`src/rtl/sram_req_ctrl_pkg.sv`:
```
// -----------------------------------------------------------------------------
// sram_req_ctrl_pkg
// Shared definitions for the SRAM request front-end.
//   PKG_ADDR_W / PKG_RAM_W : default macro geometry (256 x 34 fake SRAM)
//   PKG_DW                 : user data width (one bit narrower with parity)
//   DEPTH                  : macro word count
//   rsp_entry_t            : one response FIFO entry {data, perr}
//   parity_f               : even parity of a macro-width word
// Optional feature macro: SRAM_REQ_CTRL_PARITY_EN
// -----------------------------------------------------------------------------
package sram_req_ctrl_pkg;

    localparam int PKG_ADDR_W = 8;
    localparam int PKG_RAM_W  = 34;

`ifdef SRAM_REQ_CTRL_PARITY_EN
    // The macro MSB carries the parity bit, so users see one bit less.
    localparam int PKG_DW = PKG_RAM_W - 1;
`else
    localparam int PKG_DW = PKG_RAM_W;
`endif

    localparam int DEPTH = 2 ** PKG_ADDR_W;

    typedef struct packed {
        logic [PKG_DW-1:0] data;
        logic              perr;
    } rsp_entry_t;

    // Even parity: XOR of every bit, so a stored word with its parity bit
    // included reduces to 0 when intact.
    function automatic logic parity_f(input logic [PKG_RAM_W-1:0] i_word);
        return ^i_word;
    endfunction

endpackage

```
`src/rtl/sram_rsp_fifo.sv`:
```
// -----------------------------------------------------------------------------
// sram_rsp_fifo
// Small synchronous FIFO holding read responses until the consumer takes them.
//   clk, rst_n    : clock, asynchronous active-low reset
//   i_push        : write i_push_data at the tail
//   i_pop         : drop the head entry (ignored when empty)
//   o_head        : current head entry (all zeros after reset)
//   o_full/o_empty: occupancy flags
//   o_count       : number of stored entries
// ENTRIES must be a power of two so the pointers wrap by simple overflow.
// -----------------------------------------------------------------------------
module sram_rsp_fifo #(
    parameter  int WIDTH   = 35,
    parameter  int ENTRIES = 2,
    localparam int PW      = $clog2(ENTRIES),
    localparam int CW      = $clog2(ENTRIES) + 1
) (
    input  logic             clk,
    input  logic             rst_n,
    input  logic             i_push,
    input  logic [WIDTH-1:0] i_push_data,
    input  logic             i_pop,
    output logic [WIDTH-1:0] o_head,
    output logic             o_full,
    output logic             o_empty,
    output logic [CW-1:0]    o_count
);

    logic [WIDTH-1:0] r_mem [ENTRIES];
    logic [PW-1:0]    r_wrPtr;
    logic [PW-1:0]    r_rdPtr;
    logic [CW-1:0]    r_count;
    logic             w_doPop;

    assign w_doPop = i_pop && !o_empty;

    // Storage and pointers. Storage is cleared on reset so the head reads
    // as zero before anything has been pushed.
    always_ff @(posedge clk or negedge rst_n) begin
        if (!rst_n) begin
            for (int i = 0; i < ENTRIES; i++) begin
                r_mem[i] <= '0;
            end
            r_wrPtr <= '0;
            r_rdPtr <= '0;
            r_count <= '0;
        end else begin
            if (i_push) begin
                r_mem[r_wrPtr] <= i_push_data;
                r_wrPtr        <= r_wrPtr + 1'b1;
            end
            if (w_doPop) begin
                r_rdPtr <= r_rdPtr + 1'b1;
            end
            // Simultaneous push and pop leaves the occupancy unchanged.
            case ({i_push, w_doPop})
                2'b10:   r_count <= r_count + 1'b1;
                2'b01:   r_count <= r_count - 1'b1;
                default: r_count <= r_count;
            endcase
        end
    end

    assign o_head  = r_mem[r_rdPtr];
    assign o_full  = (r_count == CW'(ENTRIES));
    assign o_empty = (r_count == '0);
    assign o_count = r_count;

endmodule

```
`src/rtl/sram_req_ctrl.sv`:
```
// -----------------------------------------------------------------------------
// sram_req_ctrl
// Valid/ready request front-end for a single-port fake SRAM macro
// (e.g. fakeram7_256x34). Reads return through a response FIFO so the
// consumer can stall without losing the macro's one-cycle read data.
//   clk, rst_n                     : clock, asynchronous active-low reset
//   req_valid/req_ready            : request handshake (fire = both high)
//   req_we, req_addr, req_wdata    : write flag, word address, write data
//   rsp_valid/rsp_ready            : response handshake
//   rsp_rdata, rsp_perr            : read data and parity error flag
//   sram_ce/we/addr/wd, sram_rd    : macro pins
// Optional feature macro: SRAM_REQ_CTRL_PARITY_EN (even parity in macro MSB).
// Parity is meaningless once OR-merging writes hit a nonzero word; that is
// left as-is. RAM_W overrides must be mirrored in the package, because the
// response entry type is sized there.
// -----------------------------------------------------------------------------
module sram_req_ctrl
    import sram_req_ctrl_pkg::*;
#(
    parameter  int ADDR_W    = PKG_ADDR_W,
    parameter  int RAM_W     = PKG_RAM_W,
    parameter  int RSP_DEPTH = 2,
    localparam int DW        = PKG_DW
) (
    input  logic              clk,
    input  logic              rst_n,
    input  logic              req_valid,
    output logic              req_ready,
    input  logic              req_we,
    input  logic [ADDR_W-1:0] req_addr,
    input  logic [DW-1:0]     req_wdata,
    output logic              rsp_valid,
    input  logic              rsp_ready,
    output logic [DW-1:0]     rsp_rdata,
    output logic              rsp_perr,
    output logic              sram_ce,
    output logic              sram_we,
    output logic [ADDR_W-1:0] sram_addr,
    output logic [RAM_W-1:0]  sram_wd,
    input  logic [RAM_W-1:0]  sram_rd
);

    localparam int CW = $clog2(RSP_DEPTH) + 1;
    localparam int SW = CW + 1;

    logic          r_inflight;
    logic          w_fire;
    logic          w_push;
    logic          w_pop;
    logic          w_full;
    logic          w_empty;
    logic [CW-1:0] w_count;
    logic [SW-1:0] w_pending;
    logic          w_creditOk;
    rsp_entry_t    w_pushEntry;
    rsp_entry_t    w_head;

    // Credit rule: a read may only fire if its response is guaranteed a
    // FIFO slot, counting what is stored, what is still in the macro, and
    // the slot freed by a pop this cycle.
    assign w_pending  = SW'(w_count) + SW'(r_inflight) - SW'(w_pop);
    assign w_creditOk = (w_pending < SW'(RSP_DEPTH));
    assign req_ready  = rst_n && (req_we || w_creditOk);
    assign w_fire     = req_valid && req_ready;

    // Idle cycles drive zeros so the macro never sees X or a stray access.
    assign sram_ce   = w_fire;
    assign sram_we   = w_fire && req_we;
    assign sram_addr = w_fire ? req_addr : '0;
`ifdef SRAM_REQ_CTRL_PARITY_EN
    assign sram_wd   = w_fire ? {parity_f(RAM_W'(req_wdata)), req_wdata} : '0;
`else
    assign sram_wd   = w_fire ? req_wdata : '0;
`endif

    // A read fired this cycle has its data on sram_rd next cycle; that is
    // the only cycle the macro output is sampled.
    always_ff @(posedge clk or negedge rst_n) begin
        if (!rst_n) begin
            r_inflight <= 1'b0;
        end else begin
            r_inflight <= w_fire && !req_we;
        end
    end

    assign w_push = r_inflight;

`ifdef SRAM_REQ_CTRL_PARITY_EN
    assign w_pushEntry.data = sram_rd[RAM_W-2:0];
    assign w_pushEntry.perr = parity_f(sram_rd);
`else
    assign w_pushEntry.data = sram_rd;
    assign w_pushEntry.perr = 1'b0;
`endif

    sram_rsp_fifo #(
        .WIDTH   ($bits(rsp_entry_t)),
        .ENTRIES (RSP_DEPTH)
    ) u_rspFifo (
        .clk         (clk),
        .rst_n       (rst_n),
        .i_push      (w_push),
        .i_push_data (w_pushEntry),
        .i_pop       (w_pop),
        .o_head      (w_head),
        .o_full      (w_full),
        .o_empty     (w_empty),
        .o_count     (w_count)
    );

    assign rsp_valid = !w_empty;
    assign w_pop     = rsp_valid && rsp_ready;
    assign rsp_rdata = w_head.data;
    // Without parity every stored perr bit is zero, so this stays low.
    assign rsp_perr  = w_head.perr;

    // The credit rule should make an overflowing push unreachable.
    assert property (@(posedge clk) disable iff (!rst_n)
                     !(w_push && w_full && !w_pop));

endmodule

```
`config.mk`:
```
export PLATFORM = sky130hd
export DESIGN_NAME = sram_req_ctrl
export DESIGN_NICKNAME = d
export VERILOG_FILES = /design/src/rtl/sram_req_ctrl_pkg.sv /design/src/rtl/sram_rsp_fifo.sv /design/src/rtl/sram_req_ctrl.sv
export SDC_FILE = /design/constraint.sdc
export NUM_CORES = 1
export LEC_CHECK = 0
export BUFFER_PORTS_ARGS = -buffer_cell sky130_fd_sc_hd__clkbuf_2
export CAP_MARGIN = 20
export CORE_ASPECT_RATIO = 1.2
export CORE_UTILIZATION = 31
export DETAILED_ROUTE_END_ITERATION = 8
export GPL_TIMING_DRIVEN = 0
export HOLD_SLACK_MARGIN = 0.12
export PLACE_DENSITY_LB_ADDON = 0.12
export SLEW_MARGIN = 30
export SYNTH_ARGS = -nofsm -noshare
export SYNTH_HDL_FRONTEND = slang
export SYNTH_HIERARCHICAL = 1
export SYNTH_SLANG_ARGS = --single-unit
```
`constraint.sdc`:
```
create_clock -name clk -period 2.8 [get_ports clk]
set_input_delay 0.28 -clock clk [delete_from_list [all_inputs] [get_ports clk]]
set_output_delay 0.28 -clock clk [all_outputs]
set_load 0.05 [all_outputs]
```
==> flow_summary.json, run 1 <==
{
  "status": "complete, but fails checks",
  "violations": "negative setup slack",
  "fin_area_sq_um": 6480,
  "fin_util_pct": 47.1,
  "gr-total-overflow": 0,
  "drv_slew": 0,
  "clock-sinks": 75,
  "r2r_setup_slack_ns": 0.69,
  "clock_latency_ns": 0.32,
  "yosysWarnings": 6,
  "syn_avg_cell_area_sq_um": 11.7,
  "worst_setup_hold_path_clk_slew_ns": 0.06,
  "first_iter_violations": 170,
  "hold_violations": 0,
  "timing.final.ws_setup_ns": -0.160,
  "finalSetupViolCount": 43,
  "finalCritPeriodShare_pct": 106,
  "drc": 0,
  "nNetsFinal": 636,
  "clock.fmax_mhz": 338,
  "dr.pass1.iters": 4,
  "leakage_uw": 0.00285,
  "rsz0062_at_grt": "yes",
  "htreeDepth": 3,
  "rr_startpoint": "u_rspFifo/o_count[1]",
  "grt_max_degree": 76,
  "die_width_microns": 110,
  "final_cell_mix": "clkbuf_2, mux2_2, dfrtp_1",
  "cap_violations": 0,
  "start_util_pct": 31.8,
  "hold_depth": 2,
  "cts-root-buf": "clkbuf_16",
  "fp.coreArea_sq_um": 13800,
  "track_usage_pct": 16.6,
  "pin_count": 162,
  "wl_per_cell_microns": 16.6,
  "drtAntennaViolNets": 0,
  "wl_mm": 12.1,
  "io_buffers": 159,
  "syn_area_sq_um": 4380,
  "num_rows": 47,
  "synthCells": 373,
  "gp_congestion": 0.742,
  "cp-startpoint": "u_rspFifo/o_count[1]",
  "cts_tree": "built",
  "crit_path_start_kind": "flip-flop",
  "grt_antenna_before_repair": 0,
  "viasPerCell": 5.06,
  "setup.worst_path.end_class": "output pin",
  "arrival_ns": 2.68,
  "post-place-ws_ns": -0.216,
  "power.density_nw_per_um2": 1310,
  "max-vdd-ir-drop_mv": 0.740,
  "dieHeight_microns": 132,
  "worstSetupPathType": "reg -> out",
  "die-area_sq_um": 14600,
  "cp_max_fo": 10,
  "ff2ff_path_depth": 7,
  "total_power_uw": 8510,
  "fin_worst_skew_ns": 0.00750,
  "insertedDiodeCount": 0,
  "r2r_end": "r_inflight",
  "via_count": 3679,
  "grt_pass1_wl_mm": 19.6,
  "drive_above_1_share_pct": 64.6,
  "cts.path.max_buffers": 2,
  "critPathCapture": "sram_wd[1]",
  "cp.required_ns": 2.52,
  "hpwl_mm": 8.43,
  "hold_path_class": "in -> reg",
  "numCtsBuffers": 9,
  "syn2layout_area_growth_pct": 48.0,
  "dpl-instance-area_sq_um": 5600,
  "fin_crit_ns": 2.96,
  "layout.cells.most_common": "clkbuf_2",
  "first_global_vias": 3833
}
how the worst min path moves through the flow:
stage | from | endpoint | slack [ns]
after floorplan | rst_n | r_inflight | -0.02
after global placement | u_rspFifo/r_mem[44] | u_rspFifo/r_mem[44] | 0.47
after detailed placement | rst_n | u_rspFifo/r_mem[52] | 0.36
after CTS | sram_rd[9] | u_rspFifo/r_mem[45] | 0.17
after global routing | sram_rd[9] | u_rspFifo/r_mem[45] | 0.18
final | sram_rd[9] | u_rspFifo/r_mem[45] | 0.19
where the power goes:
part	switching [uW]	internal, uW	total (uW)	leakage (uW)
registers	259	1640	1900	0.000902
clock network	419	709	1130	0.000142
logic	3360	2130	5480	0.00181
worst max-delay path, cell delays in order (launching register included):
cell      delay [ns]
dfrtp_2         0.42
nor2_4          0.12
nor2b_2         0.05
ha_1            0.28
nor2b_2         0.13
fa_2            0.54
clkbuf_8        0.21
nand4b_1        0.19
o22ai_2         0.23
buf_8           0.17
timing repair:
item	4_1_cts	5_1_grt
hold endpoints to repair	75	0
gates resized for setup	107	45
pin swaps	4	3
buffers inserted	5	0
setup endpoints to repair	44	44
gates cloned	1	0
hold buffers	2	0
layout make-up:
type,instances,area [sq um]
Timing Repair Buffer,167,1330
Fill cell,1320,7280
Tap cell,171,214
Buffer,37,284
Clock inverter,4,51.3
Multi-Input combinational cell,256,2460
Clock buffer,11,243
Inverter,6,22.5
Sequential cell,75,1880
flip-flops by register name, summed over array words and instances (netlist names):
signal,cells
u_rspFifo/r_mem,70
u_rspFifo/r_rdPtr,1
u_rspFifo/r_wrPtr,1
r_inflight,1
u_rspFifo/o_count,2
stage by stage:
| stage | hold WS, ns | cells | TNS [ns] |
|---|---|---|---|
| 2_1_floorplan | -0.0156 | 374 | -0.0799 |
| 3_3_place_gp | 0.466 | 704 | -25.62 |
| 3_5_place_dp | 0.359 | 704 | -6.06 |
| 4_1_cts | 0.173 | 727 | -6.61 |
| 5_1_grt | 0.185 | 727 | -9.73 |
| 6_report | 0.190 | 727 | -4.65 |
layer usage:
metal | part of all wire [%] | GRT usage, %
met5 | 0 | 0
met4 | 2.5 | 6.07
met3 | 5.0 | 4.05
met2 | 51 | 28.8
met1 | 42 | 19.8
No activity file was read; power rests on OpenSTA's default activity.
==> run 2, diff against run 1 <==
ABC_AREA = 1   (was not set)
GPL_TIMING_DRIVEN = not set   (was 0)
==> run 2 against run 1 <==
Net effect:
- the flow still finishes with violations (negative setup slack)
- cell count increased by 17%
- clock-buffer cell count down 1
- synthesized area down 9.2%
- flip-flop and latch count did not move
- total power decreased by 12%
- sequential power about the same
- die area is 9.1% lower
- synthesized cell count increased by 38%
==> flow_summary.json, run 2 <==
{
  "status": "complete, but fails checks",
  "cap_violations": 0,
  "synthCells": 516,
  "leakage_uw": 0.00342,
  "grt.met3_usage_pct": 4.24,
  "fp.coreArea_sq_um": 12300,
  "worst_setup_hold_path_clk_slew_ns": 0.06,
  "syn2layout_area_growth_pct": 56.1,
  "nNetsFinal": 769,
  "wl_per_cell_microns": 13.2,
  "finalSetupViolCount": 30,
  "dp_cells": 821,
  "fin_worst_skew_ns": 0.00765,
  "first_global_vias": 3576,
  "crit_path_start_kind": "flip-flop",
  "pin_count": 162,
  "setup.worst_path.end_class": "output pin",
  "fin_area_sq_um": 6200,
  "hold_path_class": "in -> async",
  "insertedDiodeCount": 0,
  "arrival_ns": 2.57,
  "clock_latency_ns": 0.33,
  "drive_above_1_share_pct": 42.3,
  "hpwl_mm": 6.99,
  "tns_ns": -1.05,
  "max-vdd-ir-drop_mv": 0.771,
  "cts_hold_buf": 0,
  "viasPerCell": 4.31,
  "rr_startpoint": "u_rspFifo/o_count[0]",
  "finalCritPeriodShare_pct": 102,
  "htreeDepth": 3,
  "cp.required_ns": 2.52,
  "wl_mm": 11.2,
  "drtAntennaViolNets": 0,
  "grt_max_degree": 76,
  "yosysWarnings": 6,
  "r2r_end": "r_inflight",
  "grt_pass1_wl_mm": 17.5,
  "final_cell_mix": "nand2_1, clkbuf_2, inv_1",
  "syn_area_sq_um": 3970,
  "drv_slew": 0,
  "die-area_sq_um": 13300,
  "violations": "negative setup slack",
  "clock.fmax_mhz": 351,
  "track_usage_pct": 16.8,
  "met2_usage_pct": 30.1,
  "die_width_microns": 105,
  "fin_crit_ns": 2.85,
  "total_power_uw": 7500,
  "hold_slack_ns": 0.154,
  "grt-busiest-layer": "met2",
  "cts.path.max_buffers": 2,
  "use_met1_pct": 20.1,
  "cts_tree": "built",
  "worstSetupPathType": "reg -> out",
  "syn_nets": 600,
  "first_iter_violations": 200,
  "grt_antenna_before_repair": 0,
  "hold_violations": 0,
  "slew_headroom_pct": 53.3,
  "io_buffers": 161,
  "ff2ff_path_depth": 14,
  "drc": 0,
  "dr.pass1.iters": 4,
  "start_util_pct": 32.4,
  "cts-root-buf": "clkbuf_16",
  "layout.cells.most_common": "nand2_1",
  "cp_max_fo": 10,
  "dpl-instance-area_sq_um": 5100,
  "rsz0062_at_grt": "yes",
  "dieHeight_microns": 126,
  "worst_pin_slew_ns": 0.700,
  "clock-sinks": 75,
  "regMostFlops": "u_rspFifo/r_mem",
  "power.density_nw_per_um2": 1210,
  "via_count": 3666,
  "syn_avg_cell_area_sq_um": 7.70,
  "r2r_setup_slack_ns": 0.81,
  "num_rows": 44,
  "largest_register_ffs": 70,
  "gp_congestion": 0.746,
  "numCtsBuffers": 9,
  "fin_cells": 851,
  "gr-total-overflow": 0,
  "timing.final.ws_setup_ns": -0.0524
}
==> run 2: cell count changes in the layout (fill, tap and decap cells not counted), moves of 41 or more <==
cell / previous run / this run
o22ai_2: 42 / 0
nor2_4: 2 / 43
nand2_1: 44 / 186
inv_1: 6 / 91
nand4b_1: 42 / 0
mux2_2: 103 / 0
==> run 2: layer usage <==
metal	vias up	share of wire, %
met5	-	0
met4	0	1.7
met3	13	6.1
met2	131	52
met1	1663	41
li1	1859	-
==> run 2: timing repair <==
| item | in CTS | in global routing |
|---|---|---|
| pin swaps | 5 | 1 |
| setup endpoints to repair | 44 | 44 |
| gates cloned | 3 | 0 |
| resized for setup | 120 | 46 |
| setup buffers | 9 | 3 |
==> run 2: metrics by stage <==
stage	util, %	setup slack, ns
floorplan	-	-0.123
global placement	41.5	0.112
detailed placement	41.5	0.0422
CTS	49.5	-0.0614
global route	50.5	-0.192
finish	50.5	-0.0524
==> run 2: cell type report <==
cell class / instances / area, sq um
clock buffer: 10 / 239
clock inverter: 6 / 95.1
fill: 1167 / 6070
inverter: 98 / 368
multi-input combinational: 317 / 1830
sequential: 75 / 1880
tap: 161 / 201
timing repair buffer: 184 / 1590
==> run 2: worst max-delay path: stages (launching register included) <==
cell,delay [ns]
dfrtp_1,0.39
inv_2,0.07
nand2_2,0.07
inv_2,0.08
nor2_4,0.04
ha_4,0.26
nor2_2,0.03
fa_1,0.42
inv_1,0.07
nand3_2,0.08
nand2_2,0.08
nand3_4,0.10
buf_12,0.15
buf_16,0.16
nor2_4,0.10
buf_8,0.15
==> run 2: worst max-delay path by stage <==
stage	startpoint	end	slack (ns)
2_1_floorplan	u_rspFifo/o_count[1]	sram_wd[24]	-0.12
3_3_place_gp	u_rspFifo/o_count[1]	sram_addr[0]	0.11
3_5_place_dp	u_rspFifo/o_count[1]	sram_wd[21]	0.04
4_1_cts	u_rspFifo/o_count[0]	sram_wd[22]	-0.06
5_1_grt	u_rspFifo/o_count[0]	sram_wd[19]	-0.19
6_report	u_rspFifo/o_count[0]	sram_wd[17]	-0.05
==> run 2: power breakdown <==
part	total [uW]	switching, uW	internal (uW)
registers	1890	268	1620
logic	4330	3050	1280
clock network	1280	462	816
total	7500	3780	3720
==> run 3, diff against run 2 <==
BUFFER_PORTS_ARGS = -buffer_cell sky130_fd_sc_hd__buf_2   (was -buffer_cell sky130_fd_sc_hd__clkbuf_2)
PLACE_DENSITY_LB_ADDON = not set   (was 0.12)
==> run 3 against run 2 <==
Net effect:
- the flow still finishes with violations (negative setup slack)
- register-to-register slack better by 0.17 ns
- global-route usage down 1.4 points
- die area unchanged
- non-clock buffer count down 9
- combinational power down 5.8%
- clock power about the same
- final area down 7.5%
- worst hold slack worse by 0.0083 ns
- clock-buffer cell count up 3
- largest cell class unchanged
- sequential share of layout area up 2.5 points
- total power down 3.3%
==> flow_summary.json, run 3 (synthesis results as in run 2) <==
{
  "status": "complete, but fails checks",
  "violations": "negative setup slack",
  "fin_crit_ns": 2.88,
  "grt_antenna_before_repair": 1,
  "dp_cells": 822,
  "start_util_pct": 32.4,
  "finalCritPeriodShare_pct": 103,
  "drv_slew": 0,
  "setup.worst_path.end_class": "output pin",
  "cts_setup_buffers": 0,
  "cp_max_fo": 21,
  "rsz0062_at_grt": "yes",
  "cp.required_ns": 2.52,
  "drtAntennaViolNets": 0,
  "die_width_microns": 105,
  "fin_cells": 842,
  "r2r_setup_slack_ns": 0.98,
  "track_usage_pct": 15.4,
  "finalSetupViolCount": 42,
  "dieHeight_microns": 126,
  "gr-total-overflow": 0,
  "power.density_nw_per_um2": 1260,
  "worst_pin_slew_ns": 0.625,
  "syn2layout_area_growth_pct": 44.4,
  "regMostFlops": "u_rspFifo/r_mem",
  "hold_path_class": "in -> async",
  "p_sw_share_pct": 50.1,
  "wl_per_cell_microns": 12.3,
  "drc": 0,
  "arrival_ns": 2.60,
  "timing.final.ws_setup_ns": -0.0777,
  "hpwl_mm": 6.78,
  "hold_slack_ns": 0.146,
  "fin_worst_skew_ns": 0.00441,
  "num_rows": 44,
  "final_cell_mix": "nand2_1, buf_2, inv_1",
  "post-place-ws_ns": 0.122,
  "p_int_uw": 3620,
  "ff2ff_path_depth": 12,
  "pin_count": 162,
  "gp_congestion": 0.717,
  "worstSetupPathType": "reg -> out",
  "p_sw_uw": 3640,
  "grt_pass1_wl_mm": 16.1,
  "worst_setup_hold_path_clk_slew_ns": 0.06,
  "crit_path_start_kind": "flip-flop",
  "rr_startpoint": "u_rspFifo/o_count[1]",
  "cap_violations": 0,
  "dr.pass1.iters": 4,
  "first_iter_violations": 177,
  "cts-root-buf": "clkbuf_16",
  "leakage_uw": 0.00327,
  "clock.fmax_mhz": 348,
  "max-vdd-ir-drop_mv": 0.787,
  "insertedDiodeCount": 0,
  "fp.coreArea_sq_um": 12300,
  "slew_headroom_pct": 58.1,
  "layout.cells.most_common": "nand2_1",
  "cts_tree": "built",
  "tns_ns": -2.24,
  "wl_mm": 10.4,
  "cts.path.max_buffers": 2,
  "combPwrFrac_pct": 56.3,
  "io_buffers": 161,
  "via_count": 3649,
  "seq_power_share_pct": 26.2,
  "grt_max_degree": 47,
  "numCtsBuffers": 9,
  "viasPerCell": 4.33,
  "clock-sinks": 75,
  "nNetsFinal": 760,
  "clock_latency_ns": 0.33,
  "first_global_vias": 3542,
  "hold_violations": 0,
  "largest_register_ffs": 70,
  "drive_above_1_share_pct": 40.7,
  "r2r_end": "r_inflight",
  "pwr-share-clk_pct": 17.6,
  "htreeDepth": 3,
  "die-area_sq_um": 13300
}
-- run 3: cell count changes in the layout (fill, tap and decap cells not counted), moves of 8 or more --
cell      before  now
nor2_4        43   12
buf_12        17    6
clkbuf_2     116    0
buf_4         16    8
buf_8         27    2
buf_2          0  117
buf_6          2   40
nor2_2         1   30
-- run 3: power by group through the flow --
stage,registers [uW],clock network (uW),logic (uW)
after CTS,1900,1320,4030
after global placement,1880,0,3880
after global routing,1960,1360,4410
after detailed placement,1910,0,3940
final,1900,1270,4080
after floorplan,1850,0,3070
-- run 3: layout make-up --
cell class | instances | area [sq um]
repair buffers | 175 | 1280
fillers | 1203 | 6540
clock inverters | 3 | 68.8
flip-flops and latches | 75 | 1880
clock buffers | 13 | 270
inverters | 98 | 368
well taps | 161 | 201
multi-input cells | 317 | 1670
-- run 3: timing repair --
item,CTS,global route
gates cloned,0,2
endpoints found under the hold margin,29,0
resized for setup,76,47
pin swaps,0,0
setup endpoints to repair,43,44
hold buffers,2,0
-- run 3: critical path, cell delays in order (launching register included) --
cell and delay (ns):
dfrtp_1 0.36, inv_2 0.05, nand2_2 0.08, inv_2 0.05, nor2_4 0.13, ha_4 0.22, nor2_4 0.10, fa_1 0.41
inv_1 0.07, nand3_2 0.09, nand2_2 0.09, nand3_4 0.13, buf_12 0.20, nor2_2 0.11, buf_6 0.17
-- run 3: how the worst max path moves through the flow --
stage | start | end | slack (ns) | cells past startpoint
finish | u_rspFifo/o_count[1] | sram_wd[2] | -0.08 | 14
global placement | u_rspFifo/o_count[1] | sram_wd[12] | 0.16 | 14
detailed placement | u_rspFifo/o_count[1] | sram_wd[31] | 0.12 | 14
floorplan | u_rspFifo/o_count[1] | sram_wd[24] | -0.12 | 13
global route | u_rspFifo/o_count[1] | sram_addr[1] | -0.28 | 14
CTS | u_rspFifo/o_count[1] | sram_wd[32] | -0.10 | 14
-- run 3: metrics by stage --
step	area [sq um]	utilization [%]	power, uW
3_5_place_dp	4940	40.2	5850
6_report	5740	46.7	7250
3_3_place_gp	4940	40.2	5760
5_1_grt	5740	46.7	7740
4_1_cts	5520	45.0	7250
2_1_floorplan	3970	-	4920
-- run 3: per-layer routing --
metal	vias to the layer above	track usage (%)	part of all wire (%)
met5	-	0	0.12
met3	11	3.42	6.5
met2	130	29.0	53
met4	2	6.88	1.2
li1	1839	-	-
met1	1667	16.3	39
